==> config.mk <==
export PLATFORM = sky130hd
export DESIGN_NAME = mdu_seq_flat
export DESIGN_NICKNAME = d
export VERILOG_FILES = /design/src/rtl/mdu_pkg.sv /design/src/rtl/mdu_seq_if.sv /design/src/rtl/RCA32bit.sv /design/src/rtl/mdu_seq.sv /design/src/flat_wrapper.sv
export SDC_FILE = /design/constraint.sdc
export NUM_CORES = 1
export LEC_CHECK = 0
export BUFFER_PORTS_ARGS = -buffer_cell sky130_fd_sc_hd__buf_2
export CAP_MARGIN = 20
export CORE_MARGIN = 2
export CORE_UTILIZATION = 49
export DETAILED_ROUTE_END_ITERATION = 16
export PLACE_DENSITY = 0.66
export SYNTH_ARGS = -nofsm -noshare
export SYNTH_HDL_FRONTEND = slang
export SYNTH_HIERARCHICAL = 1
export SYNTH_SLANG_ARGS = --single-unit
==> constraint.sdc <==
create_clock -name clk -period 15.1 [get_ports clk]
set_clock_uncertainty 0.1 [all_clocks]
set_input_delay 2.265 -clock clk [delete_from_list [all_inputs] [get_ports clk]]
set_output_delay 2.265 -clock clk [all_outputs]
set_load 0.02 [all_outputs]
==> src/rtl/mdu_pkg.sv <==
// Shared encodings for the RV32M multiply/divide sequencer: funct3 ops, FSM states, timing constants.
package mdu_pkg;

    localparam int MDU_ITERS   = 32;
    localparam int MDU_LATENCY = 36;

    typedef enum logic [2:0] {
        MDU_MUL    = 3'b000,
        MDU_MULH   = 3'b001,
        MDU_MULHSU = 3'b010,
        MDU_MULHU  = 3'b011,
        MDU_DIV    = 3'b100,
        MDU_DIVU   = 3'b101,
        MDU_REM    = 3'b110,
        MDU_REMU   = 3'b111
    } mdu_op_e;

    typedef enum logic [2:0] {
        IDLE, NEG_A, NEG_B, ITER, NEG_R, DONE, SKIP
    } mdu_state_e;

    function automatic logic rs1_is_signed(input logic [2:0] op);
        return (op == MDU_MULH) || (op == MDU_MULHSU) || (op == MDU_DIV) || (op == MDU_REM);
    endfunction

    function automatic logic rs2_is_signed(input logic [2:0] op);
        return (op == MDU_MULH) || (op == MDU_DIV) || (op == MDU_REM);
    endfunction

endpackage

==> src/rtl/mdu_seq_if.sv <==
// Request/response bundle between the EX stage (master) and the multiply/divide sequencer (slave).
interface mdu_seq_if #(parameter int XLEN = 32);

    logic            start;
    logic [2:0]      op;
    logic [XLEN-1:0] rs1;
    logic [XLEN-1:0] rs2;
    logic            busy;
    logic            done;
    logic [XLEN-1:0] result;

    modport master (output start, op, rs1, rs2, input busy, done, result);
    modport slave  (input start, op, rs1, rs2, output busy, done, result);

endinterface

==> src/rtl/RCA32bit.sv <==
// 32-bit ripple-carry adder/subtractor; addsub=1 computes a-b with cout as the no-borrow flag.
module RCA32bit (
    input  logic [31:0] a,
    input  logic [31:0] b,
    input  logic        addsub,
    output logic [31:0] sum,
    output logic        cout
);

    logic [32:0] c;
    logic [31:0] bx;

    assign bx   = b ^ {32{addsub}};
    assign c[0] = addsub;

    for (genvar i = 0; i < 32; i++) begin : g_fa
        assign sum[i]   = a[i] ^ bx[i] ^ c[i];
        assign c[i+1]   = (a[i] & bx[i]) | (c[i] & (a[i] ^ bx[i]));
    end

    assign cout = c[32];

endmodule

==> src/rtl/mdu_seq.sv <==
// Iterative RV32M sequencer sharing one RCA32bit across negation, shift-add multiply and restoring divide.
// Optional MDU_EARLY_OUT_EN: zero operands skip straight to DONE via a one-cycle SKIP state.
module mdu_seq
    import mdu_pkg::*;
#(
    parameter int XLEN  = 32,
    parameter int ITERS = 32
) (
    input  logic         clk,
    input  logic         rst,
    mdu_seq_if.slave     bus
);

    mdu_state_e      state, state_nxt, start_tgt;
    logic [2:0]      op_q;
    logic [XLEN-1:0] rs1_q, rs2_q;
    logic            s1n, s2n;
    logic [XLEN-1:0] hi, lo, mcand, result_q;
    logic [4:0]      cnt;
    logic            busy, done;

    logic [XLEN-1:0] add_a, add_b, sum;
    logic            add_sub, cout;

    logic            is_div;
    logic [XLEN:0]   rp, mul_acc;
    logic [XLEN-1:0] mag, res_pre, res_fin, early_res;
    logic            res_neg;

    RCA32bit u_rca (.a(add_a), .b(add_b), .addsub(add_sub), .sum(sum), .cout(cout));

    assign is_div  = op_q[2];
    assign rp      = {hi, lo[XLEN-1]};
    assign mul_acc = lo[0] ? {cout, sum} : {1'b0, hi};

`ifdef MDU_EARLY_OUT_EN
    assign start_tgt = (bus.rs1 == '0 || bus.rs2 == '0) ? SKIP : NEG_A;
`else
    assign start_tgt = NEG_A;
`endif

    // MUL/DIV* keep their answer in lo; MULH*/REM* in hi
    always_comb begin
        res_pre = (op_q == MDU_MUL || is_div && !op_q[1]) ? lo : hi;
        res_neg = 1'b0;
        if (is_div) res_neg = op_q[1] ? s1n : ((s1n ^ s2n) && mcand != '0);
        else if (op_q != MDU_MUL) res_neg = s1n ^ s2n;
        if (!res_neg) res_fin = res_pre;
        else if (!is_div && lo != '0) res_fin = ~hi;
        else res_fin = sum;
    end

    always_comb begin
        early_res = '0;
        if (is_div && rs2_q == '0) early_res = op_q[1] ? rs1_q : '1;
    end

    always_comb begin
        add_a   = '0;
        add_b   = '0;
        add_sub = 1'b0;
        unique case (state)
            NEG_A: begin add_b = rs1_q; add_sub = 1'b1; end
            NEG_B: begin add_b = rs2_q; add_sub = 1'b1; end
            ITER: begin
                add_a   = is_div ? rp[XLEN-1:0] : hi;
                add_b   = mcand;
                add_sub = is_div;
            end
            NEG_R: begin add_b = res_pre; add_sub = 1'b1; end
            default: ;
        endcase
    end

    assign mag = (state == NEG_A) ? (s1n ? sum : rs1_q) : (s2n ? sum : rs2_q);

    always_comb begin
        state_nxt = state;
        busy      = 1'b0;
        done      = 1'b0;
        unique case (state)
            IDLE:  if (bus.start) state_nxt = start_tgt;
            NEG_A: begin busy = 1'b1; state_nxt = NEG_B; end
            NEG_B: begin busy = 1'b1; state_nxt = ITER; end
            ITER: begin
                busy = 1'b1;
                if (cnt == 5'(ITERS - 1)) state_nxt = NEG_R;
            end
            NEG_R: begin busy = 1'b1; state_nxt = DONE; end
            SKIP:  begin busy = 1'b1; state_nxt = DONE; end
            DONE: begin
                done      = 1'b1;
                state_nxt = bus.start ? start_tgt : IDLE;
            end
            default: state_nxt = IDLE;
        endcase
    end

    always_ff @(posedge clk) begin
        if (rst) begin
            state <= IDLE;
            op_q <= '0; rs1_q <= '0; rs2_q <= '0; s1n <= 1'b0; s2n <= 1'b0;
            hi <= '0; lo <= '0; mcand <= '0; cnt <= '0; result_q <= '0;
        end else begin
            state <= state_nxt;
            unique case (state)
                IDLE, DONE: if (bus.start) begin
                    op_q  <= bus.op;
                    rs1_q <= bus.rs1;
                    rs2_q <= bus.rs2;
                    s1n   <= rs1_is_signed(bus.op) & bus.rs1[XLEN-1];
                    s2n   <= rs2_is_signed(bus.op) & bus.rs2[XLEN-1];
                end
                NEG_A: lo <= mag;
                NEG_B: begin
                    // divide keeps |rs1| in Q and takes |rs2| as divisor; multiply swaps them
                    mcand <= is_div ? mag : lo;
                    if (!is_div) lo <= mag;
                    hi  <= '0;
                    cnt <= '0;
                end
                ITER: begin
                    cnt <= cnt + 5'd1;
                    if (is_div) begin
                        hi <= (rp[XLEN] || cout) ? sum : rp[XLEN-1:0];
                        lo <= {lo[XLEN-2:0], rp[XLEN] || cout};
                    end else begin
                        hi <= mul_acc[XLEN:1];
                        lo <= {mul_acc[0], lo[XLEN-1:1]};
                    end
                end
                NEG_R: result_q <= res_fin;
                SKIP:  result_q <= early_res;
                default: ;
            endcase
        end
    end

    assign bus.busy   = busy;
    assign bus.done   = done;
    assign bus.result = result_q;

endmodule
==> src/flat_wrapper.sv <==
// flat-port wrapper written by rule: the top's interface ports become plain ports
module mdu_seq_flat import mdu_pkg::*;
#(
    parameter int XLEN  = 32,
    parameter int ITERS = 32
)
  (clk, rst, bus_start, bus_op, bus_rs1, bus_rs2, bus_busy, bus_done, bus_result);
  mdu_seq_if #(.XLEN(XLEN)) bus_i ();
  input  logic clk;
  input  logic rst;
  input wire logic [$bits(bus_i.start)-1:0] bus_start;
  input wire logic [$bits(bus_i.op)-1:0] bus_op;
  input wire logic [$bits(bus_i.rs1)-1:0] bus_rs1;
  input wire logic [$bits(bus_i.rs2)-1:0] bus_rs2;
  output wire logic [$bits(bus_i.busy)-1:0] bus_busy;
  output wire logic [$bits(bus_i.done)-1:0] bus_done;
  output wire logic [$bits(bus_i.result)-1:0] bus_result;
  assign bus_i.start = bus_start;
  assign bus_i.op = bus_op;
  assign bus_i.rs1 = bus_rs1;
  assign bus_i.rs2 = bus_rs2;
  assign bus_busy = bus_i.busy;
  assign bus_done = bus_i.done;
  assign bus_result = bus_i.result;
  mdu_seq #(.XLEN(XLEN), .ITERS(ITERS)) u_core (.clk(clk), .rst(rst), .bus(bus_i));
endmodule
==> impl_metrics.xml <==
<?xml version="1.0" encoding="UTF-8"?>
<metrics>
  <group name="yosys">
    <metric name="synthesis.yosys.warnings" unit="">6</metric>
    <metric name="syn_inst" unit="">1879</metric>
    <metric name="post_synth_num_cell_types" unit="">47</metric>
    <metric name="synth_flop_cell" unit="">dfxtp_1</metric>
    <metric name="synth_edf_count" unit="">0</metric>
    <metric name="yosysTopAreaCell" unit="">dfxtp_1</metric>
    <metric name="synth.avg_cell_area" unit="sq um">7.371</metric>
    <metric name="synth.cell_area" unit="sq um">13850</metric>
    <metric name="synth_area_leaders" unit="">dfxtp_1, mux2i_1, nor2_1, a21oi_1, nand2_1</metric>
    <metric name="synth_nets" unit="">1982</metric>
    <metric name="synth.top_cell.area_share" unit="%">29.63</metric>
    <metric name="ys_ff_latch" unit="">205</metric>
    <metric name="synth_async_sr_flop_share" unit="%">0</metric>
    <metric name="part_of_the_yosys_area_used_for_sequential_elements" unit="%">29.63</metric>
  </group>
  <group name="detailed_routing">
    <metric name="post_drt_wl_per_cell" unit="um">21.50</metric>
    <metric name="met2WireLength" unit="mm">19.10</metric>
    <metric name="met1_length" unit="mm">22.51</metric>
    <metric name="drt-initial-drc-count" unit="">1876</metric>
    <metric name="drtPass1Iterations" unit="">6</metric>
    <metric name="route.vias.total" unit="">14030</metric>
    <metric name="highest_layer" unit="">met4</metric>
    <metric name="routed_wl" unit="mm">48.78</metric>
    <metric name="routed_via_count_divided_by_cell_count" unit="">6.183</metric>
    <metric name="remaining_drc_errors" unit="">0</metric>
    <metric name="antenna_violating_nets_post_route" unit="">0</metric>
    <metric name="wl_met3" unit="mm">6.249</metric>
  </group>
  <group name="place">
    <metric name="io_buffer_count" unit="">103</metric>
    <metric name="hpwlAfterDp" unit="mm">32.55</metric>
    <metric name="pre_cts_slack" unit="ns">0.5500</metric>
    <metric name="dp.cells" unit="">2226</metric>
    <metric name="globalplace.congestion" unit="">0.9421</metric>
    <metric name="placed_cell_area" unit="sq um">14450</metric>
  </group>
  <group name="die">
    <metric name="die-width" unit="um">172.1</metric>
    <metric name="initial_utilization" unit="%">49.86</metric>
    <metric name="die_area" unit="sq um">29630</metric>
    <metric name="pin_count" unit="">104</metric>
    <metric name="floorplan.core_area" unit="sq um">27780</metric>
    <metric name="die_height" unit="um">172.1</metric>
    <metric name="row_count" unit="">61</metric>
  </group>
  <group name="worst_setup_path">
    <metric name="worstSetupStartpointType" unit="">flip-flop</metric>
    <metric name="largest_driver_fanout_on_the_critical_path" unit="">26</metric>
    <metric name="timing.critical_path.to_type" unit="">flip-flop</metric>
    <metric name="critical_path_required" unit="ns">15.39</metric>
    <metric name="cpMostUsedCell" unit="">fa_1</metric>
    <metric name="arrival" unit="ns">14.79</metric>
    <metric name="worstReg2RegStart" unit="">u_core/state[1]</metric>
    <metric name="critical_path.max_stage_delay" unit="ns">0.46</metric>
    <metric name="worst_r2r_path_depth" unit="">44</metric>
    <metric name="rrSetupSlack" unit="ns">0.60</metric>
    <metric name="worstSetupPathType" unit="">flip-flop to flip-flop</metric>
    <metric name="critical_path.reg2reg.endpoint" unit="">u_core/hi[31]</metric>
    <metric name="critical_path.slowest_cell" unit="">fa_1</metric>
  </group>
  <group name="clock_tree">
    <metric name="cts_hold_repair.buffers" unit="">0</metric>
    <metric name="numCtsBuffers" unit="">25</metric>
    <metric name="cts_buffer_depth" unit="">3</metric>
    <metric name="tritoncts" unit="">built</metric>
    <metric name="ctsRootBufferMaster" unit="">clkbuf_16</metric>
    <metric name="post_cts.repair.setup_buffers" unit="">0</metric>
    <metric name="clock_insertion_delay_worst_skew" unit="ns">0.54</metric>
    <metric name="clock_tree.htree_level_count" unit="">1</metric>
    <metric name="tritoncts_num_sinks" unit="">205</metric>
    <metric name="path_clk_slew" unit="ns">0.06</metric>
  </group>
  <group name="worst_hold_path">
    <metric name="worst_hold_path.endpoint" unit="">u_core/cnt[4]</metric>
    <metric name="min_from" unit="">u_core/cnt[4]</metric>
    <metric name="timing.hold.worst.class" unit="">flip-flop to flip-flop</metric>
    <metric name="worst_hold_path.num_cells" unit="">2</metric>
  </group>
  <group name="sta">
    <metric name="min_period_over_period" unit="%">96.03</metric>
    <metric name="maxSlewHeadroom" unit="%">22.93</metric>
    <metric name="timing.final.max_slew_violations" unit="">0</metric>
    <metric name="least_margin_pin_slew" unit="ns">1.156</metric>
    <metric name="worst_slack" unit="ns">0.6000</metric>
    <metric name="setup-tns-final" unit="ns">0</metric>
    <metric name="timing.fmax" unit="MHz">68.97</metric>
    <metric name="finalWorstPathRequiredPeriod" unit="ns">14.50</metric>
    <metric name="grt_setup_unrepaired" unit="">no</metric>
    <metric name="hold_violations" unit="">0</metric>
    <metric name="final-setup-viol-count" unit="">0</metric>
  </group>
  <group name="power">
    <metric name="vdd_drop_max" unit="mV">0.08931</metric>
    <metric name="comb_power_share" unit="%">24.6</metric>
    <metric name="leakagePower" unit="nW">5.833</metric>
    <metric name="cellPowerDensity" unit="nW/um^2">111.3</metric>
    <metric name="cellInternalPower" unit="W">0.001120</metric>
    <metric name="seqPwrFrac" unit="%">37.4</metric>
    <metric name="clockPowerShare" unit="%">38.0</metric>
    <metric name="total_switching_power" unit="W">0.0005900</metric>
    <metric name="p_total" unit="W">0.001710</metric>
    <metric name="switching_share" unit="%">34.51</metric>
  </group>
  <group name="global_routing">
    <metric name="grt_remaining_overflow" unit="">0</metric>
    <metric name="wire_length_of_the_first_global_routing_pass" unit="mm">74.93</metric>
    <metric name="first_global_vias" unit="">12680</metric>
    <metric name="initial_antenna_violation_count" unit="">0</metric>
    <metric name="globalRouteTotalUtil" unit="%">32.65</metric>
    <metric name="grt_start_max_net_pins" unit="">148</metric>
  </group>
  <group name="final_layout">
    <metric name="layout-area-overhead-vs-synth" unit="%">10.89</metric>
    <metric name="n_antenna_cell" unit="">0</metric>
    <metric name="drive_above_1_share" unit="%">11.21</metric>
    <metric name="design.final.nets" unit="">1979</metric>
    <metric name="finalInstanceArea" unit="sq um">15360</metric>
    <metric name="final_cell_count_no_fill" unit="">2269</metric>
  </group>
  <group name="job">
    <metric name="max-cap-violations" unit="">0</metric>
  </group>
  <group name="run_status">
    <metric name="status" unit="">finished clean</metric>
  </group>
</metrics>
-- cells in the mapped netlist, types with 37 or more instances --
cell / number
a211oi_1: 94
a21oi_1: 175
a31oi_1: 65
clkbuf_1: 114
dfxtp_1: 205
inv_1: 62
mux2i_1: 129
nand2_1: 217
nor2_1: 272
nor2b_1: 95
nor3_1: 37
o21ai_0: 66
o22ai_1: 65
-- registers in the layout, indices dropped and copies added (netlist names) --
register,count
u_core/lo,32
u_core/mcand,32
u_core/bus.result,32
u_core/cnt,5
u_core/rs1_q,32
u_core/state,3
u_core/hi,32
u_core/op_q,3
u_core/s2n,1
u_core/s1n,1
u_core/rs2_q,32
-- metal layers --
metal  GRT usage (%)  vias up
li1                -     6615
met1           50.06     6556
met2           43.62      780
met3           10.89       78
met4           6.796        0
met5               0        -
-- worst max-delay path by stage --
stage,start,end
after floorplan,u_core/state[1],u_core/hi[31]
after global placement,u_core/state[2],u_core/hi[29]
after detailed placement,u_core/state[2],u_core/hi[22]
after CTS,u_core/state[2],u_core/hi[22]
after global routing,u_core/state[1],u_core/hi[31]
final,u_core/state[1],u_core/hi[31]
-- layout by cell type (no fill, tap or decap), types with 5 or more instances in the layout --
cell type and instances:
and3_1 35, bufinv_16 5, nor3_1 37, nor4_1 23, mux2i_1 128, fa_1 31
o2111ai_1 32, dfxtp_1 201, clkinv_2 5, a21oi_1 175, nor2_1 267, nor2b_1 94
a211oi_1 94, o22ai_1 64, nand3_1 6, o21ai_0 66, a22oi_1 33, clkbuf_16 25
buf_4 33, nand2_1 214, inv_1 62, a31oi_1 64, xnor2_1 30, buf_2 102
-- worst max-delay path, delay by kind of cell, from the launching register on --
family,cells,cell delay (ns)
AO/OA/AOI/OAI,2,0.29
adder cells (fa/ha/maj),31,12.01
buffers and inverters,4,0.39
flip-flops,1,0.35
multiplexers,2,0.42
AND/OR/NAND/NOR,5,0.76
-- power groups by stage --
stage               Combinational, W  Clock [W]  Sequential, W
finish                      0.000420   0.000650       0.000639
global route                0.000458   0.000675       0.000641
CTS                         0.000407   0.000656       0.000635
detailed placement          0.000405          0       0.000647
global placement            0.000400          0       0.000647
floorplan                   0.000314          0       0.000616
-- kinds of logic after synthesis --
family	after synthesis	synth area share, %
mux	132	9.584
compound gates	538	23.96
fa+ha+maj	33	4.661
xor+xnor	35	2.322
simple gates	702	22.60
flops	205	29.63
buf+inv	234	7.245
-- stage by stage --
stage,hold slack (ns),util (%)
global route,0.3814,55.29
global placement,0.3448,52.02
detailed placement,0.3529,52.02
CTS,0.3603,55.09
finish,0.3557,55.29
floorplan,0.3362,-
-- what timing repair did --
item	in CTS	in global routing
hold endpoints to repair	0	0
gates resized for setup	0	8
setup endpoints to repair	0	21
-- cell type report --
cell class              instances  area (sq um)
clock buffers                  30         664.4
clock inverters                12         190.2
fillers                      2809         12420
inverters                      64         240.2
multi-input cells            1440          8836
flip-flops and latches        205          4116
well taps                     378         473.0
repair buffers                140         839.6
(Power assumes the default switching activity.)
